$ cat src/rtl/fifo_tx_sequencer.sv
// Read-side sequencer between the byte FIFO and the I2C byte transmitter.
// Pops exactly xfer_len bytes and streams them on valid/ready with tx_last on the final byte.
module fifo_tx_sequencer #(
    parameter int DATA_WIDTH    = 8,
    parameter int LEN_WIDTH     = 8,
    parameter int TIMEOUT       = 255,
    parameter int TIMEOUT_WIDTH = 8
) (
    input  logic                  clk,
    input  logic                  reset_n,
    input  logic                  start,
    input  logic [LEN_WIDTH-1:0]  xfer_len,
    input  logic                  abort,
    output logic                  busy,
    output logic                  done,
    output logic                  aborted,
    output logic                  underrun,
    output logic [LEN_WIDTH-1:0]  bytes_left,
    input  logic                  fifo_read_empty,
    output logic                  fifo_read_enable,
    input  logic [DATA_WIDTH-1:0] fifo_read_data,
    output logic [DATA_WIDTH-1:0] tx_data,
    output logic                  tx_valid,
    output logic                  tx_last,
    input  logic                  tx_ready
);

    typedef enum logic [1:0] {IDLE, FETCH, WAIT, PRESENT} state_t;

    localparam logic [TIMEOUT_WIDTH:0] TIMEOUT_VAL = (TIMEOUT_WIDTH+1)'(TIMEOUT);

    state_t                  state_q, state_d;
    logic [LEN_WIDTH-1:0]    bytes_left_q, bytes_left_d;
    logic [DATA_WIDTH-1:0]   tx_data_q, tx_data_d;
    logic [TIMEOUT_WIDTH-1:0] starve_q, starve_d;
    logic                    done_q, done_d;
    logic                    aborted_q, aborted_d;
    logic                    underrun_q, underrun_d;
    logic                    pop;
    logic [TIMEOUT_WIDTH:0]  starve_inc;

    assign pop        = (state_q == FETCH) && !fifo_read_empty;
    assign starve_inc = {1'b0, starve_q} + 1'b1;

    always_comb begin
        state_d      = state_q;
        bytes_left_d = bytes_left_q;
        tx_data_d    = tx_data_q;
        starve_d     = starve_q;
        done_d       = 1'b0;
        aborted_d    = aborted_q;
        underrun_d   = underrun_q;

        // Abort overrides everything outside IDLE; any byte in flight is dropped.
        if (abort && state_q != IDLE) begin
            state_d   = IDLE;
            aborted_d = 1'b1;
            done_d    = 1'b1;
            starve_d  = '0;
        end else begin
            case (state_q)
                IDLE: begin
                    if (start) begin
                        aborted_d    = 1'b0;
                        underrun_d   = 1'b0;
                        starve_d     = '0;
                        bytes_left_d = xfer_len;
                        if (xfer_len != '0) state_d = FETCH;
                        else                done_d  = 1'b1;
                    end
                end
                FETCH: begin
                    if (pop) begin
                        state_d  = WAIT;
                        starve_d = '0;
                    end else if (starve_inc == TIMEOUT_VAL) begin
                        state_d    = IDLE;
                        underrun_d = 1'b1;
                        done_d     = 1'b1;
                        starve_d   = '0;
                    end else begin
                        starve_d = starve_inc[TIMEOUT_WIDTH-1:0];
                    end
                end
                WAIT: begin
                    tx_data_d = fifo_read_data;
                    state_d   = PRESENT;
                end
                PRESENT: begin
                    if (tx_ready) begin
                        if (bytes_left_q != '0) bytes_left_d = bytes_left_q - 1'b1;
                        if (bytes_left_q <= LEN_WIDTH'(1)) begin
                            state_d = IDLE;
                            done_d  = 1'b1;
                        end else begin
                            state_d = FETCH;
                        end
                    end
                end
                default: state_d = IDLE;
            endcase
        end
    end

    always_ff @(posedge clk or negedge reset_n) begin
        if (!reset_n) begin
            state_q      <= IDLE;
            bytes_left_q <= '0;
            tx_data_q    <= '0;
            starve_q     <= '0;
            done_q       <= 1'b0;
            aborted_q    <= 1'b0;
            underrun_q   <= 1'b0;
        end else begin
            state_q      <= state_d;
            bytes_left_q <= bytes_left_d;
            tx_data_q    <= tx_data_d;
            starve_q     <= starve_d;
            done_q       <= done_d;
            aborted_q    <= aborted_d;
            underrun_q   <= underrun_d;
        end
    end

    assign busy             = (state_q != IDLE);
    assign done             = done_q;
    assign aborted          = aborted_q;
    assign underrun         = underrun_q;
    assign bytes_left       = bytes_left_q;
    assign fifo_read_enable = pop;
    assign tx_data          = tx_data_q;
    assign tx_valid         = (state_q == PRESENT);
    assign tx_last          = (state_q == PRESENT) && (bytes_left_q == LEN_WIDTH'(1));

endmodule

$ cat config.mk
export PLATFORM = sky130hd
export DESIGN_NAME = fifo_tx_sequencer
export DESIGN_NICKNAME = d
export VERILOG_FILES = /design/src/rtl/fifo_tx_sequencer.sv
export SDC_FILE = /design/constraint.sdc
export NUM_CORES = 1
export LEC_CHECK = 0
export CORE_ASPECT_RATIO = 0.8
export CORE_MARGIN = 4
export CORE_UTILIZATION = 35
export DETAILED_ROUTE_END_ITERATION = 8
export HOLD_SLACK_MARGIN = 0.03
export PLACE_DENSITY = 0.66
export SYNTH_ARGS = -nofsm -noshare
export SYNTH_HDL_FRONTEND = slang
export SYNTH_SLANG_ARGS = --single-unit
export TNS_END_PERCENT = 20
$ cat constraint.sdc
create_clock -name clk -period 2 [get_ports clk]
set_input_delay 0.3 -clock clk [delete_from_list [all_inputs] [get_ports clk]]
set_output_delay 0.3 -clock clk [all_outputs]
set_load 0.05 [all_outputs]
Yosys cells after proc, flatten, opt, wreduce, memory -nomap -nowiden:

Index checks and enable logic that the tools add are counted.

* register bits after elaboration: 29
* latch bits: 0
* RAM bits: 0
* ROM bits: 0
* input port bits: 22
* output and inout port bits: 23
* logic and storage cells: 75
* memories: 0

* $add $sub $neg: 2
* multiply operators: 0
* div/mod/pow operators: 0
* order comparisons: 1
* equality and inequality tests: 14
* shift operators: 0
* muxes and demuxes: 31
* bitwise gates (word level): 1
* reductions and logical operators: 19

Operator list (number)
* $mux 8: 7
* $pmux 8 s2: 2
* $reduce_bool 8->1: 2
* $mux 1: 13
* $mux 2: 6
* $reduce_and 5->1: 2
* $reduce_bool 2->1: 5
* $add 8x1->9 const B: 1
* $eq 9x8->1 const B: 1
* $eq 8x1->1 const B: 1
* $le 8x1->1 const B: 1
* $pmux 2 s4: 1
* $sub 8x1->8 const B: 1
* $ne 2x1->1 const B: 3
* $ne 3x3->1 const B: 2
* $reduce_and 2->1: 3
* $eq 2x2->1 const B: 2
* $ne 2x2->1 const B: 2
* $ne 4x2->1 const B: 1
* $reduce_and 4->1: 1
* $logic_and 1x1->1: 3
* $ne 3x1->1 const B: 1
* $pmux 1 s3: 1
* $reduce_bool 3->1: 1
* other kinds (5): 5

Longest topological paths before layout:

Gate-level depths: netlist (run 1).

* word-level depth: 6
* gate-level depth with buffers: 6

Least setup slack after synthesis (run 1):

Ideal clock, no wire load.

* kind: reg-to-output
* start point: reg bytes_left_q[7] (netlist: bytes_left[7])
* end point: out tx_last
* arrival: 2.663 ns
* setup slack: -0.963 ns
* stages on the path, launching flop included: 3
* path buffers: 0
* path through: dfrtp_1 -> or4_4 -> nor4_1

* longest elaborated chain between the ends: 2

Ends and longest elaborated chain
* from (decl): line 33 `logic [LEN_WIDTH-1:0] bytes_left_q, bytes_left_d;`
* from (signal assigned): line 116 `bytes_left_q <= bytes_left_d;`
* $eq 8x1->1: line 133 `assign tx_last = (state_q == PRESENT) && (bytes_left_q == LEN_WIDTH'(1));`
* $logic_and 1x1->1: line 133
* to (decl): line 24 `output logic tx_last,`

No other way between the ends.

Worst setup path in the final report (run 1):

* start point: reg bytes_left_q[6] (netlist: bytes_left[6])
* end point: out tx_last

Same word-level chain as after synthesis.

==> impl.org, run 1 <==
** Timing
- Across all setup checks in the final design, the least slack found is 0.0290 ns.
- Max Transition Viols Final :: 0
- # setup viols final :: 0
- Setup repair after global routing missed its margin :: yes
- Slew Limit Headroom :: 65.1%
- Clock skew on the completed layout was measured at 0.00728 ns.
- Of the available clock period, the critical path in the final layout requires 98.5%.
- At the pin with the least slew margin, the transition time is 0.522 ns.
- The worst path in the final design needs a cycle of 1.97 ns, including I/O delays and setup.
- Highest attainable clock frequency :: 0.507 GHz
- The final hold violation count was 0.

** Logic synthesis
- Post-synth top flop :: dfrtp_1
- The cell area that synthesis handed to floorplanning was 0.00173 sq mm.
- Distinct cells, synth :: 56
- For this run, asynchronously set or reset flops after synthesis account for 100%.
- Syn_nets :: 202
- Post-synth EDFFs :: 0
- Dividing the synthesized area by the synthesized cell count gives 9.88 sq um.
- Syn. warnings :: 0
- Register bit count reported by yosys :: 29
- The share of the Yosys chip area taken by registers is 42.0%.
- Number of standard cells after synthesis :: 175

** GRT
- Pin count of the biggest net entering global routing :: 30
- Global routing used 15.1% of the available tracks.
- Met2 Resource Use GR :: 21.2%
- Busiest layer in global routing :: met1
- The first global-routing pass estimated 7310 um of wire.
- Vias in the first global route :: 1,549
- Initial antenna violation count :: 0
- Summed over all layers, the global routing overflow is 0.
- Met1 track demand over resource :: 21.6%
- In the global route stage, met3 resource usage came out at 3.96%.

** Final layout
- In the layout the commonest cells are 40 x clkdlybuf4s50_1, 28 x dfrtp_1, 14 x nand2_1.
- The count of cells in the finished layout, fillers not included, comes to 292.
- The repair_antennas step left the layout with diodes totalling 0.
- Layout Area Growth over Synthesis :: 42.8%
- Final core area utilization :: 52.8%
- Layout cells sized above 1 :: 20.3%
- For this run, the post-layout net count is 258.
- The library cell used most frequently in the layout, excluding fill and tap cells, is clkdlybuf4s50_1.

** Pwr
- For this design the static power due to leakage is 1.02 nW.
- IR drop worst, VDD :: 0.921 mV
- Areal power density over the cells :: 1520 mW/mm^2
- Total power for the finished layout comes to 3.76 mW.

** Die
- The die is 86.6 um wide.
- Pin placement for this block handled 45 I/O pins.
- The core region is 0.00468 sq mm.
- Number of standard-cell rows in the floorplan :: 22
- The floorplan step defined a die boundary enclosing 0.00614 sq mm.
- In this run the vertical extent of the chip is 70.9 um.
- Starting density of the core :: 37.0%

** CTS
- Counting the buffers created by CTS gives 5.
- Worst skew pair latency :: 0.28 ns
- Number of H-tree levels :: 2
- After clock tree synthesis, the clock-pin slew on the worst setup and hold paths is 0.07 ns.
- CTS tree :: built
- Clock tree synthesis found a total of 29 sinks.
- Clock tree synthesis selected as its root buffer the cell clkbuf_8.
- Maximum count of clock buffers along a single path :: 2
- In this run, post-CTS hold repair placed 0 buffers.

** Run
- Max Cap Violations :: 0

** Setup path
- Data on the critical path arrives at its endpoint at 1.67 ns.
- The worst setup path is launched from a flop.
- Of all nets on the critical path, the largest fanout is 4.
- Type of the worst setup path :: reg -> out
- Category of the worst setup path capture point :: output port
- STA puts the critical path data required time at 1.70 ns.

** Detailed routing
- In the routed layout, each cell is associated on average with a via count of 5.34.
- Summing over every cut layer, the via total after detailed routing is 1,559.
- Before antenna repair, the detailed router went through 4 iterations.
- In the final routed layout, each cell accounts on average for 14.9 um.
- Wires add up to 4340 um.
- Count of unresolved DRC violations after routing :: 0
- Once detail routing completed, the nets flagged for antenna violations numbered 0.
- In this run, the number of DRC markers left after iteration 0 of detailed routing was 62.

** Placement
- Including well taps, the total number of placed cells is 283.
- OpenSTA, run right after detailed placement, puts the worst setup slack at 0.108 ns.
- During placement, the flow inserted port buffers numbering 44.
- Placed wire-length estimate :: 3250 um
- At the end of routability-driven placement, the weighted congestion stood at 0.804.

** Run status
- The flow ran to the end, and the final reports show no timing, DRC or antenna violations.

** Hold path
- Path class of the lowest-slack min-delay path :: in -> async
where the power goes:
group	internal (mW)	switching, mW
combinational	0.763	1.26
clock	0.495	0.230
sequential	0.789	0.220
layout make-up:
cell class / instances / area, sq um
Clock inverter: 3 / 65.1
Sequential cell: 29 / 727
Clock buffer: 5 / 68.8
Fill cell: 416 / 2210
Inverter: 11 / 41.3
Tap cell: 60 / 75.1
Multi-Input combinational cell: 132 / 963
Timing Repair Buffer: 52 / 528
per-stage QoR:
stage          setup TNS [ns]  cell area [sq um]  hold WS, ns
5_1_grt               -0.0468               2470        0.443
3_3_place_gp                0               2330        0.476
4_1_cts                     0               2470        0.415
2_1_floorplan          -0.124               1740      0.00441
3_5_place_dp                0               2330        0.485
6_report                    0               2470        0.400
metal layers:
| layer | vias to the layer above | wire, um | part of all wire (%) |
|---|---|---|---|
| met2 | 55 | 1910 | 44 |
| met1 | 731 | 2110 | 48 |
| met4 | 0 | 38 | 0.88 |
| met3 | 5 | 290 | 6.7 |
| met5 | - | 0 | 0 |
| li1 | 768 | - | - |
cells in the mapped netlist (all sizes together) (4+ instances only):
cell type  instances  area, sq um
dfrtp             29          726
nor4               5         31.3
nand4              4         31.3
ha                 5         62.6
o21ai             14         88.8
mux2               9          105
nand3              9         45.0
o211ai             7         52.6
a21oi              6         30.0
inv               10         37.5
nor2              14         57.6
nand2             15         63.8
worst max-delay path, cell delays in order, from the launching register on:
cell     delay (ns)
dfrtp_1        0.43
or4_4          0.57
nor4_4         0.21
buf_12         0.18
cell families (layout without fill, tap and decap cells):
family	after synthesis	after routing	share of synthesized area [%]
DFF	29	29	42.0
AOI/OAI and AO/OA	50	50	20.8
xor gates and xnor gates	3	3	1.52
adders and majority gates	5	5	3.62
muxes	9	9	6.08
and+or+nand+nor	65	65	22.8
buffers and inverters	14	71	3.18
flip-flops by register name, indices dropped and copies added, names as in the netlist:
register	count
underrun	1
tx_data	8
aborted	1
state_q	2
done	1
starve_q	8
bytes_left	8
what timing repair did:
action,CTS,global route
endpoints found under the hold margin,0,0
resized for setup,0,1
cloned,0,0
setup endpoints to repair,1,2
buffers inserted,1,0
path summary, 6_finish.rpt:
| check | from | endpoint | slack [ns] | cells past startpoint |
|---|---|---|---|---|
| setup reg to reg | starve_q[0] | starve_q[2] | 0.16 | 5 |
| min in group clk | tx_data[4] | tx_data[4] | 0.49 | 1 |
| setup / recovery | bytes_left[6] | tx_last | 0.03 | 3 |
| hold / removal | reset_n | starve_q[2] | 0.40 | 2 |
| hold reg to reg | tx_data[4] | tx_data[4] | 0.49 | 1 |
| max in group asynchronous | reset_n | bytes_left[2] | 1.31 | 2 |
No activity file was read; power rests on OpenSTA's default activity.
==> run 2: changes to the inputs <==
--- a/config.mk
+++ b/config.mk
@@ -5,6 +5,7 @@
 export SDC_FILE = /design/constraint.sdc
 export NUM_CORES = 1
 export LEC_CHECK = 0
+export CAP_MARGIN = 20
 export CORE_ASPECT_RATIO = 0.8
 export CORE_MARGIN = 4
 export CORE_UTILIZATION = 35
==> results of run 2 <==
Final layout, timing and power as in run 1 (identical DEF).
==> run 3: changes to the inputs <==
--- a/config.mk
+++ b/config.mk
@@ -5,13 +5,16 @@
 export SDC_FILE = /design/constraint.sdc
 export NUM_CORES = 1
 export LEC_CHECK = 0
+export ABC_AREA = 1
 export CAP_MARGIN = 20
 export CORE_ASPECT_RATIO = 0.8
 export CORE_MARGIN = 4
 export CORE_UTILIZATION = 35
 export DETAILED_ROUTE_END_ITERATION = 8
+export DONT_BUFFER_PORTS = 1
 export HOLD_SLACK_MARGIN = 0.03
-export PLACE_DENSITY = 0.66
+export PLACE_DENSITY = 0.54
+export RECOVER_POWER = 25
 export SYNTH_ARGS = -nofsm -noshare
 export SYNTH_HDL_FRONTEND = slang
 export SYNTH_SLANG_ARGS = --single-unit
==> impl.org, run 3 <==
** GRT
- Initial antenna violation count :: 0 (unchanged)
- Gr usage total :: 15.3% (was 15.1%)
- Pin count of the biggest net entering global routing :: 30 (unchanged)
- The via count of the first global-routing pass came to 1,555 (was 1,549).
- The first-pass GRT wire length came to 7570 um (was 7310 um).
- Global route overflow :: 0 (unchanged)

** Final layout
- Layout Area Growth over Synthesis :: 15.9% (was 42.8%)
- Final antenna diode count :: 0 (unchanged)
- Final core area utilization :: 42.1% (was 52.8%)
- Count of placed standard cells in the final layout, fillers left out :: 334 (was 292)
- The total number of nets in the final design came to 298 (was 258).
- Most used cells in the layout excluding fill and tap cells :: 83 x nand2_1, 30 x inv_1, 29 x dfrtp_1 (was 40 x clkdlybuf4s50_1, 28 x dfrtp_1, 14 x nand2_1)
- The share of layout cells above drive strength 1 came to 16.5% (was 20.3%).
- Most common cell after layout, fill and taps aside :: nand2_1 (was clkdlybuf4s50_1)
- Total of fill cells in the finished design :: 524 (was 416)

** Hold path
- Path class of the lowest-slack min-delay path :: in -> reg (was in -> async)

** Die
- The area of the die is 0.00645 sq mm (was 0.00614 sq mm).
- Top Ports :: 45 (unchanged)
- The overall die width was 88.8 um (was 86.6 um).
- Starting density of the core :: 36.3% (was 37.0%)
- Chip Height :: 72.7 um (was 70.9 um)
- Number of standard-cell rows in the floorplan :: 23 (was 22)
- Core area :: 0.00504 sq mm (was 0.00468 sq mm)

** Timing
- The worst slew margin relative to its limit is 48.3% (was 65.1%).
- Max Transition Viols Final :: 0 (unchanged)
- The final worst-path setup slack is 0.148 ns (was 0.0290 ns).
- Shortest period the worst path allows :: 1.85 ns (was 1.97 ns)
- Period utilisation layout :: 92.6% (was 98.5%)
- Highest attainable clock frequency :: 0.540 GHz (was 0.507 GHz)
- The transition time at the pin with the least slew margin came to 0.775 ns (was 0.522 ns).
- Setup repair after global routing missed its margin :: no (was yes)
- Number of failing hold endpoints at the final stage :: 0 (unchanged)
- The count of final setup violators came to 0 (unchanged).
- The sum of negative setup slack was 0 ns (unchanged).
- Worst hold slack after final layout :: 0.106 ns (was 0.400 ns)
- The clock tree skew after final layout is 0.00521 ns (was 0.00728 ns).

** Detailed routing
- The count of antenna-violating nets left after detailed routing was 0 (unchanged).
- The met2 layer wire length in the routed design is 1780 um (was 1910 um).
- Count of unresolved DRC violations after routing :: 0 (unchanged)
- Number of search-and-repair iterations in the first detailed-routing pass :: 4 (unchanged)
- The top layer used by detailed routing was met4 (unchanged).
- Drt first-iter violations :: 64 (was 62)
- The wire length on met3 came to 214 um (was 290 um).
- The total wirelength of the detailed-routed design is 4370 um (was 4340 um).
- Routed vias/inst :: 4.67 (was 5.34)
- Routed WL per cell :: 13.1 um (was 14.9 um)
- Vias after detailed routing :: 1,560 (was 1,559)
- The met1 wire length came to 2330 um (was 2110 um).

** CTS
- The number of levels the H-tree was split into was 2 (unchanged).
- The CTS buffer count came to 5 (unchanged).
- The TritonCTS clock tree is built (unchanged).
- The CTS sink count came to 29 (unchanged).
- The buffer type at the clock tree root is clkbuf_8 (unchanged).
- The clock latency reported for the late side of the worst-skew pair is 0.28 ns (about the same).
- Maximum count of clock buffers along a single path :: 2 (unchanged)
- Number of setup buffers added after CTS :: 0 (was 1)
- Reg clk slew, reported paths :: 0.07 ns (about the same)

** Logic synthesis
- Largest family of logic cells by synthesized area :: simple AND/OR/NAND/NOR gates (unchanged)
- The complex-gate fraction of the synthesized area came to 8.89% (was 20.8%).
- The fraction of post-synthesis cell area in the top cell type by area came to 39.7% (was 42.0%).
- Post-synth top flop :: dfrtp_1 (unchanged)
- Syn. warnings :: 0 (unchanged)
- Post-synth EDFFs :: 0 (unchanged)
- Cell taking the most area after synthesis :: dfrtp_1 (unchanged)
- Distinct cells, synth :: 26 (was 56)
- Synthesized area divided by synthesized cell count :: 7.26 sq um (was 9.88 sq um)
- The net count after synthesis is 279 (was 202).
- Sequential cell area fraction in the yosys report :: 39.7% (was 42.0%)
- Most common library cells after synthesis :: 83 x nand2_1, 30 x inv_1, 29 x dfrtp_1, 21 x nand3_1, 20 x nor2_1 (was 29 x dfrtp_1, 14 x nand2_1, 12 x nor2_1, 10 x inv_1, 9 x nand3_1)
- The most frequent cell after synthesis is nand2_1 (was dfrtp_1).
- Top cells by area, synth: dfrtp_1 40%, nand2_1 17%, inv_1 6.2% (was dfrtp_1 42%, mux2_2 4.6%, ha_1 3.6%).
- The mux contribution to synthesized area came to 0% (was 6.08%).
- Register bit count reported by yosys :: 29 (unchanged)
- Fraction of synthesis flops using an asynchronous set or reset pin :: 100% (unchanged)
- Number of standard cells after synthesis :: 252 (was 175)
- Simple-Gate Fraction of Synth Area :: 38.5% (was 22.8%)
- The synthesized-area fraction occupied by adder cells is 3.42% (was 3.62%).
- Area share of xor/xnor cells in the synthesized design :: 1.44% (was 1.52%)
- The cell area after technology mapping is 0.00183 sq mm (was 0.00173 sq mm).

** Placement
- Placed cell count :: 324 (was 283)
- Dpl ws :: 0.321 ns (was 0.108 ns)
- Weighted congestion at the end of routability-driven global placement :: 0.821 (was 0.804)
- Placed wire-length estimate :: 3320 um (was 3250 um)
- The number of I/O port buffers is 0 (was 44).

** Setup path
- Largest driver fanout on the critical path :: 10 (was 4)
- Req. time, crit path :: 1.70 ns (about the same)
- Kind of launch point of the worst setup path :: flop (unchanged)
- The arrival time of data at the critical path endpoint is 1.55 ns (was 1.67 ns).
- Category of the worst setup path capture point :: output port (unchanged)
- The critical path class is reg -> out (unchanged).

** Run
- The reported max-cap violation count was 0 (unchanged).

** Pwr
- Leakage power of the design :: 1.04 nW (was 1.02 nW)
- The maximum ir drop on the vdd rail came to 0.761 mV (was 0.921 mV).
- The power per standard cell area is 1580 mW/mm^2 (was 1520 mW/mm^2).

** Run status
- Run status :: finished clean (unchanged)
-- run 3: repair_timing --
| action | CTS | global route |
|---|---|---|
| endpoints found under the hold margin | 29 | 0 |
| setup endpoints to repair | 0 | 1 |
| gates resized for setup | 0 | 1 |
| hold buffers | 2 | 0 |
-- run 3: kinds of logic (layout without fill, tap and decap cells) --
logic type	Yosys count	count (layout)
buffers and inverters	35	55
adders and majority gates	5	5
xor gates and xnor gates	3	3
AOI/OAI and AO/OA	27	27
DFF	29	29
and+or+nand+nor	153	153
-- run 3: critical path, cell delays in order, from the launching register on --
cell and delay [ns]:
dfrtp_1 0.53, nand2_2 0.14, buf_4 0.19, nor3_2 0.18, buf_4 0.22
-- run 3: layer usage --
metal | GRT usage (%) | up-vias
met5 | 0 | -
met4 | 5.37 | 0
met3 | 4.40 | 5
met2 | 19.9 | 39
met1 | 23.7 | 678
li1 | - | 838
-- run 3: path summary, 6_finish.rpt --
path	start	to	slack [ns]	cells after the start
hold reg to reg	starve_q[0]	starve_q[0]	0.58	1
min in group asynchronous	reset_n	bytes_left[7]	0.65	2
setup / recovery	state_q[0]	tx_last	0.15	4
setup reg to reg	starve_q[1]	state_q[0]	0.32	12
hold / removal	start	aborted	0.11	1
max in group asynchronous	reset_n	underrun	0.86	2
-- run 3: power breakdown --
part           switching (mW)  leakage (nW)  internal, mW
logic                    1.02         0.608         0.427
clock network           0.242        0.0574         0.405
registers               0.483         0.374         0.778
total                    1.74          1.04          1.61
-- run 3: cell type report --
class | instances | area [sq um] | area share (%)
multi-input combinational | 188 | 963 | 45.5
sequential | 29 | 726 | 34.2
inverter | 32 | 120 | 5.67
timing repair buffer | 15 | 113 | 5.31
clock buffer | 6 | 82.6 | 3.90
tap | 62 | 77.6 | 3.66
clock inverter | 2 | 37.5 | 1.77
-- run 3: stage by stage --
stage          total power [mW]  area [sq um]
6_report                   3.35          2120
5_1_grt                    3.62          2120
4_1_cts                    3.39          2130
3_5_place_dp               2.71          1980
3_3_place_gp               2.70          1980
2_1_floorplan              2.37          1830
